File: config.mk
export PLATFORM = sky130hd
export DESIGN_NAME = ila_dump_ctrl
export DESIGN_NICKNAME = d
export VERILOG_FILES = /design/src/rtl/ila_dump_ctrl_pkg.sv /design/src/rtl/ila_dump_fifo.sv /design/src/rtl/ila_dump_ctrl.sv
export SDC_FILE = /design/constraint.sdc
export NUM_CORES = 1
export LEC_CHECK = 0
export ABC_AREA = 0
export ABC_CLOCK_PERIOD_IN_PS = 5200
export BUFFER_PORTS_ARGS = -buffer_cell sky130_fd_sc_hd__buf_4
export CORE_UTILIZATION = 26
export DETAILED_ROUTE_END_ITERATION = 7
export PLACE_DENSITY = 0.43
export SLEW_MARGIN = 20
export SYNTH_ARGS = -nofsm -noshare
export SYNTH_HDL_FRONTEND = slang
export SYNTH_HIERARCHICAL = 1
export SYNTH_SLANG_ARGS = --single-unit
File: constraint.sdc
create_clock -name clk_i -period 5.2 [get_ports clk_i]
set_input_delay 0.52 -clock clk_i [delete_from_list [all_inputs] [get_ports clk_i]]
set_output_delay 0.52 -clock clk_i [all_outputs]
set_load 0.1 [all_outputs]
File: src/rtl/ila_dump_ctrl_pkg.sv
// rtl/ila_dump_ctrl_pkg.sv - shared constants and state encoding for the ILA dump sequencer
package ila_dump_ctrl_pkg;

   localparam int ILA_DUMP_RD_LAT = 2;

   typedef enum logic [1:0] {
      ILA_DUMP_IDLE  = 2'd0,
      ILA_DUMP_ISSUE = 2'd1,
      ILA_DUMP_DRAIN = 2'd2
   } ila_dump_state_t;

   // Occupancy/count width able to hold the value depth itself.
   function automatic int occ_width(input int depth);
      return $clog2(depth) + 1;
   endfunction

endpackage

File: src/rtl/ila_dump_fifo.sv
// rtl/ila_dump_fifo.sv - small register FIFO with flush, count and empty for the dump stream
module ila_dump_fifo
   import ila_dump_ctrl_pkg::*;
#(
   parameter int W     = 33,
   parameter int DEPTH = 4
) (
   input  logic                        clk_i,
   input  logic                        arst_i,
   input  logic                        cke_i,
   input  logic                        flush_i,
   input  logic                        push_i,
   input  logic [W-1:0]                data_i,
   input  logic                        pop_i,
   output logic [W-1:0]                data_o,
   output logic [occ_width(DEPTH)-1:0] count_o,
   output logic                        empty_o
);

   localparam int AW    = $clog2(DEPTH);
   localparam int CNT_W = occ_width(DEPTH);

   logic [W-1:0]     mem_q [DEPTH];
   logic [AW-1:0]    wr_q;
   logic [AW-1:0]    rd_q;
   logic [CNT_W-1:0] count_q;
   logic             do_pop;

   assign empty_o = (count_q == '0);
   assign do_pop  = pop_i & ~empty_o;
   assign data_o  = mem_q[rd_q];
   assign count_o = count_q;

   always_ff @(posedge clk_i or posedge arst_i) begin
      if (arst_i) begin
         wr_q    <= '0;
         rd_q    <= '0;
         count_q <= '0;
         for (int i = 0; i < DEPTH; i++) begin
            mem_q[i] <= '0;
         end
      end else if (cke_i) begin
         if (flush_i) begin
            wr_q    <= '0;
            rd_q    <= '0;
            count_q <= '0;
         end else begin
            if (push_i) begin
               mem_q[wr_q] <= data_i;
               wr_q        <= wr_q + AW'(1);
            end
            if (do_pop) begin
               rd_q <= rd_q + AW'(1);
            end
            case ({push_i, do_pop})
               2'b10:   count_q <= count_q + CNT_W'(1);
               2'b01:   count_q <= count_q - CNT_W'(1);
               default: count_q <= count_q;
            endcase
         end
      end
   end

endmodule

File: src/rtl/ila_dump_ctrl.sv
// rtl/ila_dump_ctrl.sv - walks the ILA sample buffer and streams every sample part out
module ila_dump_ctrl
   import ila_dump_ctrl_pkg::*;
#(
   parameter int DATA_W   = 32,
   parameter int BUFFER_W = 10,
   parameter int SEL_W    = 1,
   parameter int N_PARTS  = 2,
   parameter int DEPTH    = 4
) (
   input  logic                clk_i,
   input  logic                cke_i,
   input  logic                arst_i,
   input  logic                start_i,
   input  logic                abort_i,
   input  logic [BUFFER_W-1:0] n_samples_i,
   output logic [BUFFER_W-1:0] index_o,
   output logic [SEL_W-1:0]    value_select_o,
   input  logic [DATA_W-1:0]   value_i,
   output logic                m_valid_o,
   output logic [DATA_W-1:0]   m_data_o,
   output logic                m_last_o,
   input  logic                m_ready_i,
   output logic                busy_o,
   output logic                done_o
);

   localparam int CNT_W = occ_width(DEPTH);
   localparam logic [SEL_W-1:0] SEL_LAST = SEL_W'(N_PARTS - 1);

   ila_dump_state_t state_q, state_d;

   logic [BUFFER_W-1:0]        n_q, n_d;
   logic [BUFFER_W-1:0]        idx_q, idx_d;
   logic [SEL_W-1:0]           sel_q, sel_d;
   logic [BUFFER_W-1:0]        index_q, index_d;
   logic [SEL_W-1:0]           vsel_q, vsel_d;
   logic                       done_q, done_d;
   logic [ILA_DUMP_RD_LAT-1:0] pipe_vld_q;
   logic [ILA_DUMP_RD_LAT-1:0] pipe_last_q;
   logic                       issue;
   logic                       issue_last;

   logic [CNT_W-1:0] fifo_count;
   logic [CNT_W-1:0] inflight;
   logic [CNT_W-1:0] occ;
   logic             fifo_empty;
   logic             fifo_push;
   logic             fifo_pop;
   logic [DATA_W:0]  fifo_head;

   // Credits cover both FIFO contents and reads still travelling through the core,
   // so a returning read always finds room.
   always_comb begin
      inflight = '0;
      for (int i = 0; i < ILA_DUMP_RD_LAT; i++) begin
         inflight = inflight + CNT_W'(pipe_vld_q[i]);
      end
   end

   assign occ       = fifo_count + inflight;
   assign fifo_push = pipe_vld_q[ILA_DUMP_RD_LAT-1] & ~abort_i;
   assign fifo_pop  = ~fifo_empty & m_ready_i;

   always_comb begin
      state_d    = state_q;
      n_d        = n_q;
      idx_d      = idx_q;
      sel_d      = sel_q;
      index_d    = index_q;
      vsel_d     = vsel_q;
      done_d     = 1'b0;
      issue      = 1'b0;
      issue_last = 1'b0;
      if (abort_i) begin
         state_d = ILA_DUMP_IDLE;
      end else begin
         case (state_q)
            ILA_DUMP_IDLE: begin
               if (start_i) begin
                  if (n_samples_i != '0) begin
                     state_d = ILA_DUMP_ISSUE;
                     n_d     = n_samples_i;
                     idx_d   = '0;
                     sel_d   = '0;
                  end else begin
                     done_d = 1'b1;
                  end
               end
            end
            ILA_DUMP_ISSUE: begin
               if (occ < CNT_W'(DEPTH)) begin
                  issue   = 1'b1;
                  index_d = idx_q;
                  vsel_d  = sel_q;
                  if (sel_q == SEL_LAST) begin
                     sel_d = '0;
                     if (idx_q == n_q - BUFFER_W'(1)) begin
                        issue_last = 1'b1;
                        state_d    = ILA_DUMP_DRAIN;
                     end else begin
                        idx_d = idx_q + BUFFER_W'(1);
                     end
                  end else begin
                     sel_d = sel_q + SEL_W'(1);
                  end
               end
            end
            ILA_DUMP_DRAIN: begin
               // Only the tagged final word can be the sole entry left with nothing in flight.
               if (pipe_vld_q == '0 && fifo_count == CNT_W'(1) && fifo_pop) begin
                  state_d = ILA_DUMP_IDLE;
                  done_d  = 1'b1;
               end
            end
            default: state_d = ILA_DUMP_IDLE;
         endcase
      end
   end

   always_ff @(posedge clk_i or posedge arst_i) begin
      if (arst_i) begin
         state_q     <= ILA_DUMP_IDLE;
         n_q         <= '0;
         idx_q       <= '0;
         sel_q       <= '0;
         index_q     <= '0;
         vsel_q      <= '0;
         done_q      <= 1'b0;
         pipe_vld_q  <= '0;
         pipe_last_q <= '0;
      end else if (cke_i) begin
         state_q <= state_d;
         n_q     <= n_d;
         idx_q   <= idx_d;
         sel_q   <= sel_d;
         index_q <= index_d;
         vsel_q  <= vsel_d;
         done_q  <= done_d;
         if (abort_i) begin
            pipe_vld_q  <= '0;
            pipe_last_q <= '0;
         end else begin
            pipe_vld_q  <= {pipe_vld_q[ILA_DUMP_RD_LAT-2:0], issue};
            pipe_last_q <= {pipe_last_q[ILA_DUMP_RD_LAT-2:0], issue_last};
         end
      end
   end

   ila_dump_fifo #(
      .W     (DATA_W + 1),
      .DEPTH (DEPTH)
   ) u_fifo (
      .clk_i   (clk_i),
      .arst_i  (arst_i),
      .cke_i   (cke_i),
      .flush_i (abort_i),
      .push_i  (fifo_push),
      .data_i  ({pipe_last_q[ILA_DUMP_RD_LAT-1], value_i}),
      .pop_i   (fifo_pop),
      .data_o  (fifo_head),
      .count_o (fifo_count),
      .empty_o (fifo_empty)
   );

   assign index_o        = index_q;
   assign value_select_o = vsel_q;
   assign m_valid_o      = ~fifo_empty;
   assign m_data_o       = fifo_empty ? '0 : fifo_head[DATA_W-1:0];
   assign m_last_o       = ~fifo_empty & fifo_head[DATA_W];
   assign busy_o         = (state_q != ILA_DUMP_IDLE);
   assign done_o         = done_q;

endmodule

==> flow_summary.yaml, run 1 <==
pwr:
  peakVddDrop_uv: 456
  comb_power_share: 0.392
  clockPowerShare: 0.250
  power.internal_mw: 3.06
  switching_power_mw: 2.20
  finalPower_mw: 5.26
  powerDensity_nw_per_um2: 487
  switching_share: 0.418
  pwr-share-seq: 0.358
  leakage_nw: 5.26
worst_setup_path:
  cp.arrival_ns: 2.80
  cpPeakStageDelay_ns: 1.03
  worstSetupPathType: "flip-flop to output port"
  crit_path_start_kind: "flip-flop"
  path_buf_inv: 2
  path_max_fanout: 27
  cp-end-kind: "output port"
  required_ns: 4.68
  crit_slowest_cell: "dfrtp_2"
  path_common_cell: "buf_4"
  crit_family: "flip-flops"
  critical_path.cell_chain: "buf_4, mux4_2, nor2b_1, buf_4"
status:
  status: "complete, no violations"
floorplan:
  row_count: 68
  dieArea_sq_um: 36200
  io_pins: 95
  initial_utilization: 0.266
  die_h_microns: 190
  core_area_sq_um: 34700
  die_x_microns: 190
grt:
  grt_util_all_layers: 0.126
  grt_pass1_wl_microns: 34500
  grt_pass1_vias: 5673
  grt_max_degree: 58
  antenna_found_initial: 0
  grt.overflow.total: 0
synth:
  avgSynthCellArea_sq_um: 14.4
  ys_types: 59
  async_flop_share: 1.00
  synth_common_cells: "dfrtp_1, mux2_4, nand2_1, nor2b_1, mux4_2"
  synth.largest_area_cell: "dfrtp_1"
  netlist_top_cells_area: "dfrtp_1, mux2_4, mux4_2"
  yosysWarnings: 6
  yosysMostFrequentCell: "dfrtp_1"
  synth_seq_cells: 178
  synth_top_area_share: 0.483
  syn-instance-count: 641
  syn_area_sq_um: 9220
  synth_edf_count: 0
  seq_area_frac_synth: 0.483
  synth_fp_nets: 697
  ys.flop_type: "dfrtp_1"
placed_design:
  place_ws_ns: 2.21
  dp_hpwl_microns: 13100
  numPortBuffers: 94
  finalWeightedCongestion: 0.698
sta:
  setup_viol: 0
  min_period_over_period: 0.638
  drv_slew: 0
  finClkSkew_ns: 0.0104
  worst_slack_ns: 1.88
  tightestPinTransition_ns: 1.01
  fmax_ghz: 0.301
  rsz0062_at_grt: "no"
  holdWs_ns: 0.133
  max_slew_margin: 0.326
  timing.final.crit_period_ns: 3.32
  finalHoldViolations: 0
  setup-tns-final_ns: 0
route:
  drtIter0Drc: 259
  dr.pass1.iters: 4
  drc: 0
  routedWlPerCell_microns: 17.7
  ant_nets: 0
  viasPerCell: 4.44
  routed_wl_microns: 21100
  vias: 5287
clock_network:
  cts_hold_buffers: 0
  cts.clk_slew.worst_paths_ns: 0.07
  ctsResizeCount: 0
  cts-buffers-inserted: 17
  cts_tree: "yes"
  cts_buffer_depth: 2
  h-tree-depth: 4
  cts_setup_buffers: 0
  clockRootBuffer: "clkbuf_16"
  insertion_delay_ns: 0.45
  cts.sink_count: 178
layout:
  n_antenna_cell: 0
  final_core_util: 0.311
  areaGrowthSynthToFinish_pct: 17.0
  layout-drive-gt1-share: 0.438
  finalNetCount: 780
worst_hold_path:
  hold_path.class: "input port to asynchronous set/reset pin"
flow_run:
  drv_cap: 0
## cells in the final DEF, fill, tap and decap left out, types with 7 or more instances in the layout
cell	count
dfrtp_1	176
mux4_2	33
ha_1	7
mux2_2	21
xor2_1	10
a21oi_1	12
o21ai_0	21
mux2_4	120
nor2_1	14
nand3_1	10
nand2_1	38
inv_1	16
buf_4	99
clkbuf_16	17
nor2b_1	36
## cells by family (layout without fill, tap and decap cells)
family	after synthesis	in the layout	synth area share
AOI/OAI and AO/OA	62	62	0.0427
xor gates and xnor gates	15	15	0.0142
adders and majority gates	8	8	0.0117
buffers and inverters	52	148	0.0457
DFF	178	178	0.483
muxes	178	178	0.306
and+or+nand+nor	148	148	0.0969
## power groups by stage
stage          Sequential [mW]  Clock [mW]  Combinational (mW)
2_1_floorplan             1.90           0                1.62
5_1_grt                   1.93        1.43                2.21
3_5_place_dp              1.91           0                2.10
6_report                  1.88        1.31                2.06
4_1_cts                   1.89        1.38                2.10
3_3_place_gp              1.91           0                2.08
## registers in the layout, indices dropped and copies added, names as in the netlist, 2 cells and up
signal and cells:
u_fifo/rd_q 2, u_fifo/wr_q 2, pipe_vld_q 2, u_fifo/count_o 3, index_o 10, state_q 2, pipe_last_q 2, n_q 10
u_fifo/mem_q 132, idx_q 10
## per-stage QoR
step | cells | instance area, sq um
after floorplan | 641 | 9220
after global placement | 1160 | 10200
after detailed placement | 1160 | 10200
after CTS | 1192 | 10800
after global routing | 1192 | 10800
final | 1192 | 10800
## path summary, 6_finish.rpt
path,start,to,slack (ns),cells past startpoint
worst max-delay path,u_fifo/rd_q[0]$_DFFE_PP0P_,m_data_o[9],1.88,4
worst min-delay path,arst_i,u_fifo/mem_q[35]$_DFFE_PP0P_,0.13,2
worst max register to register,u_fifo/count_o[1]$_DFFE_PP0P_,u_fifo/count_o[2]$_DFFE_PP0P_,2.43,7
worst min register to register,value_select_o$_DFFE_PP0P_,value_select_o$_DFFE_PP0P_,0.49,1
max in group asynchronous,arst_i,u_fifo/mem_q[5]$_DFFE_PP0P_,4.00,3
min in group clk_i,n_samples_i[7],n_q[7]$_DFFE_PP0P_,0.27,3
## per-layer routing
metal,global-route usage,part of all wire,vias to the layer above
li1,-,-,2488
met1,0.172,0.48,2702
met2,0.196,0.47,82
met3,0.0250,0.027,15
met4,0.0483,0.015,0
met5,0,0,-
## area by class of cell
type                    instances  area (sq um)
clock buffers                  17           425
clock inverters                15           171
fillers                      3506         23900
inverters                      17          68.8
multi-input cells             411          4350
flip-flops and latches        178          4460
well taps                     455           569
repair buffers                 99           743
Note: power is estimated with default switching activity, not from simulation.
==> run 2, diff against run 1 <==
Settings changed: ABC_CLOCK_PERIOD_IN_PS 5200 to 3300.
Clock period 5.2 ns to 3.3 ns, I/O delays scaled along.
==> run 2 against run 1 <==
Wire length fell by 0.23%. Via count grew 0.57%. Clock power increased by 50%. Sequential power rose by 55%. Critical path type unchanged. Largest cell class unchanged. Largest power group unchanged. Highest routed layer unchanged.
==> flow_summary.yaml, run 2 (synthesis results as in run 1) <==
status:
  status: "complete, no violations"
clock_network:
  h-tree-depth: 4
  cts_buffer_depth: 2
  cts-buffers-inserted: 17
  cts_tree: "yes"
  clockRootBuffer: "clkbuf_16"
  ctsResizeCount: 0
  cts.clk_slew.worst_paths_ns: 0.07
  cts_setup_buffers: 0
  cts.sink_count: 178
  insertion_delay_ns: 0.44
  cts_hold_buffers: 0
floorplan:
  dieArea_sq_um: 36200
  io_pins: 95
  core_area_sq_um: 34700
  initial_utilization: 0.266
  die_x_microns: 190
  die_h_microns: 190
  row_count: 68
sta:
  finClkSkew_ns: 0.0124
  rsz0062_at_grt: "no"
  max_slew_margin: 0.464
  setup-tns-final_ns: 0
  fmax_ghz: 0.372
  tightestPinTransition_ns: 0.803
  finalHoldViolations: 0
  timing.final.crit_period_ns: 2.69
  drv_slew: 0
  setup_viol: 0
  min_period_over_period: 0.814
pwr:
  pwr-share-seq: 0.355
  switching_share: 0.413
  power.internal_mw: 4.83
  finalPower_mw: 8.23
  peakVddDrop_uv: 421
  comb_power_share: 0.406
  powerDensity_nw_per_um2: 757
  clockPowerShare: 0.239
  leakage_nw: 5.29
  switching_power_mw: 3.39
worst_hold_path:
  hold_path.class: "input port to asynchronous set/reset pin"
layout:
  areaGrowthSynthToFinish_pct: 17.8
  finalNetCount: 787
  largest_register: "u_fifo/mem_q"
  n_antenna_cell: 0
  layout_common_cells: "dfrtp_1, mux2_4, buf_4"
  largest_register_ff_count: 132
  final_common_cell: "dfrtp_1"
  layout-drive-gt1-share: 0.441
  final_core_util: 0.313
  instances_no_fill: 1198
worst_setup_path:
  crit_path_start_kind: "flip-flop"
  worstSetupPathType: "flip-flop to output port"
  crit_slowest_cell: "dfrtp_2"
  crit_family: "flip-flops"
  path_buf_inv: 2
  required_ns: 2.97
  cp.arrival_ns: 2.36
  path_max_fanout: 13
  critical_path.cell_chain: "buf_12, mux4_2, nor2b_1, buf_4"
  cpPeakStageDelay_ns: 0.72
  cp-end-kind: "output port"
grt:
  grt_pass1_vias: 5707
  grt-busiest-layer: "met2"
  use_met2: 0.197
  grt_util_all_layers: 0.125
  grtUsageMet1: 0.171
  grt_max_degree: 56
  met3_usage: 0.0239
  grt_pass1_wl_microns: 34500
  grt.overflow.total: 0
  antenna_found_initial: 0
placed_design:
  finalWeightedCongestion: 0.707
  place_inst: 1167
  dp_hpwl_microns: 13000
  numPortBuffers: 94
route:
  vias: 5317
  ant_nets: 0
  drtIter0Drc: 259
  drc: 0
  viasPerCell: 4.44
  routed_wl_microns: 21100
  dr.pass1.iters: 4
  routedWlPerCell_microns: 17.6
flow_run:
  drv_cap: 0
[run 2: power groups by stage]
stage	combinational (mW)	sequential (mW)	clock [mW]
finish	3.34	2.92	1.96
CTS	3.40	2.93	2.05
global route	3.57	2.99	2.13
global placement	3.38	2.97	0
floorplan	2.55	3.00	0
detailed placement	3.40	2.97	0
[run 2: stage by stage]
step,instance area [sq um],hold WS (ns),worst slack (ns)
after floorplan,9230,0.412,0.455
after global placement,10300,0.476,0.824
after detailed placement,10300,0.470,0.764
after CTS,10900,0.0585,0.514
after global routing,10900,0.0783,0.439
final,10900,0.0501,0.613
[run 2: final cells by class]
| cell class | count | area [sq um] |
|---|---|---|
| fillers | 3485 | 23900 |
| well taps | 455 | 569 |
| clock buffers | 22 | 484 |
| inverters | 17 | 67.6 |
| multi-input cells | 411 | 4350 |
| clock inverters | 9 | 73.8 |
| repair buffers | 106 | 858 |
| flip-flops and latches | 178 | 4460 |
[run 2: worst reg2reg max path: cells and delay by family (launching register included)]
family          cells  cell delay [ns]
compound gates      2             0.33
buf+inv             1             0.08
simple gates        4             1.28
fa+ha+maj           1             0.24
xor+xnor            1             0.14
flops               1             0.41
[run 2: routing by layer]
| layer | routed length, microns | up-vias |
|---|---|---|
| met1 | 10200 | 2750 |
| met3 | 538 | 17 |
| li1 | - | 2486 |
| met5 | 0 | - |
| met2 | 10000 | 64 |
| met4 | 317 | 0 |
[run 2: path summary, 6_finish.rpt]
check / start / endpoint / slack [ns] / depth (start not counted)
setup / recovery: u_fifo/rd_q[0]$_DFFE_PP0P_ / m_data_o[30] / 0.61 / 4
hold / removal: arst_i / u_fifo/mem_q[33]$_DFFE_PP0P_ / 0.05 / 2
setup reg to reg: n_q[0]$_DFFE_PP0P_ / idx_q[8]$_DFFE_PP0P_ / 0.77 / 9
hold reg to reg: index_o[4]$_DFFE_PP0P_ / index_o[4]$_DFFE_PP0P_ / 0.49 / 2
max in group asynchronous: arst_i / u_fifo/mem_q[26]$_DFFE_PP0P_ / 2.50 / 3
min in group clk_i: n_samples_i[7] / n_q[7]$_DFFE_PP0P_ / 0.09 / 3
==> run 3, diff against run 2 <==
Settings changed: ABC_CLOCK_PERIOD_IN_PS 3300 to 2270, PLACE_DENSITY 0.43 to 0.44.
Clock period 3.3 ns to 2.27 ns, I/O delays scaled along.
==> run 3 against run 2 <==
Critical path depth grew 1. Clock skew grew 0.0016 ns. Combinational power grew 85%. Hold slack lost 0.029 ns. Clock power grew 51%. Highest routed layer unchanged.
==> flow_summary.yaml, run 3 (synthesis results as in run 1) <==
status:
  status: "complete, no violations"
worst_setup_path:
  path_max_fanout: 6
  crit_path_start_kind: "flip-flop"
  required_ns: 2.04
  cp-end-kind: "output port"
  cp.arrival_ns: 2.02
  worstSetupPathType: "flip-flop to output port"
pwr:
  powerDensity_nw_per_um2: 1120
  peakVddDrop_uv: 562
  leakage_nw: 5.68
  finalPower_mw: 13.3
layout:
  seq_area_sq_um: 4460
  instances_no_fill: 1250
  areaGrowthSynthToFinish_pct: 28.5
  final_common_cell: "dfrtp_1"
  largest_register_ff_count: 132
  finalNetCount: 838
  largest_register: "u_fifo/mem_q"
  layout-drive-gt1-share: 0.523
  multiInputGateArea_sq_um: 4510
  final_core_util: 0.341
  num-fill-cells: 3404
  layout_common_cells: "dfrtp_1, mux2_4, buf_4"
  n_antenna_cell: 0
clock_network:
  cts_tree: "yes"
  clockRootBuffer: "clkbuf_16"
  cts-buffers-inserted: 17
  cts_buffer_depth: 2
  insertion_delay_ns: 0.44
  cts.clk_slew.worst_paths_ns: 0.07
  h-tree-depth: 4
  cts.sink_count: 178
placed_design:
  numPortBuffers: 94
  place_inst: 1199
  dp_hpwl_microns: 13800
  finalWeightedCongestion: 0.709
floorplan:
  die_h_microns: 190
  row_count: 68
  io_pins: 95
  initial_utilization: 0.266
  core_area_sq_um: 34700
  dieArea_sq_um: 36200
  die_x_microns: 190
sta:
  tightestPinTransition_ns: 0.639
  fmax_ghz: 0.446
  setup_viol: 0
  timing.final.crit_period_ns: 2.24
  rsz0062_at_grt: "yes"
  finClkSkew_ns: 0.0139
  min_period_over_period: 0.988
  finalHoldViolations: 0
  setup-tns-final_ns: 0
  drv_slew: 0
  max_slew_margin: 0.571
worst_hold_path:
  hold_path.class: "input port to flip-flop"
route:
  dr.pass1.iters: 4
  vias: 5586
  drt-met1-wl_microns: 10600
  drtIter0Drc: 241
  viasPerCell: 4.47
  routed_wl_microns: 22300
  ant_nets: 0
  top_layer: "met4"
  met2_length_microns: 10800
  wl_met3_microns: 651
  drc: 0
  routedWlPerCell_microns: 17.8
grt:
  grt_pass1_wl_microns: 35300
  grt_util_all_layers: 0.128
  grt.overflow.total: 0
  grt_pass1_vias: 5985
  grt_max_degree: 40
  antenna_found_initial: 0
flow_run:
  drv_cap: 0
run 3: changes by cell type in the layout (fill, tap and decap cells not counted), sizes merged:
cell	before	now
bufbuf	0	1
clkinv	4	3
bufinv	0	1
clkbuf	22	19
clkinvlp	3	4
buf	106	147
dlygate4sd3	0	8
inv	19	23
run 3: critical path: stages, from the launching register on:
cell and delay [ns]:
dfrtp_2 0.40, buf_4 0.16, clkbuf_16 0.18, mux4_2 0.49, nor2b_2 0.17, buf_8 0.18
run 3: layout make-up:
cell class	instances	area share
multi-input combinational	411	0.380
sequential	178	0.376
timing repair buffer	157	0.142
tap	455	0.0480
clock buffer	18	0.0362
clock inverter	14	0.0120
inverter	17	0.00570
run 3: power breakdown:
group	internal (mW)	switching, mW	total [mW]
combinational	2.66	3.52	6.19
clock	1.55	1.41	2.96
sequential	3.71	0.429	4.13
run 3: metrics by stage:
step	cell area (sq um)	worst slack, ns	hold slack (ns)
after floorplan	9300	-0.198	0.309
after global placement	10600	0.0244	0.361
after detailed placement	10600	-0.00991	0.360
after CTS	11600	-0.0152	0.00308
after global routing	11900	-0.0619	0.0156
final	11900	0.0268	0.0208
run 3: final timing paths:
kind,end,slack (ns),depth (start not counted),startpoint
min reg2reg,value_select_o$_DFFE_PP0P_,0.49,1,value_select_o$_DFFE_PP0P_
max reg2reg,idx_q[2]$_DFFE_PP0P_,0.10,10,n_q[1]$_DFFE_PP0P_
min,n_q[0]$_DFFE_PP0P_,0.02,3,n_samples_i[0]
max,m_data_o[24],0.03,5,u_fifo/rd_q[0]$_DFFE_PP0P_
min in group asynchronous,u_fifo/mem_q[33]$_DFFE_PP0P_,0.44,3,arst_i
max in group asynchronous,u_fifo/mem_q[18]$_DFFE_PP0P_,1.24,4,arst_i
run 3: per-layer routing:
layer / global-route usage / vias to the layer above
li1: - / 2598
met3: 0.0248 / 11
met5: 0 / -
met4: 0.0311 / 0
met1: 0.171 / 2900
met2: 0.211 / 77
run 3: what timing repair did:
action / 4_1_cts / 5_1_grt
endpoints found under the hold margin: 64 / 0
hold buffers: 8 / 0
setup buffers: 3 / 5
gates resized for setup: 66 / 40
pin swaps: 1 / 12
setup endpoints to repair: 30 / 46
gates cloned: 2 / 1
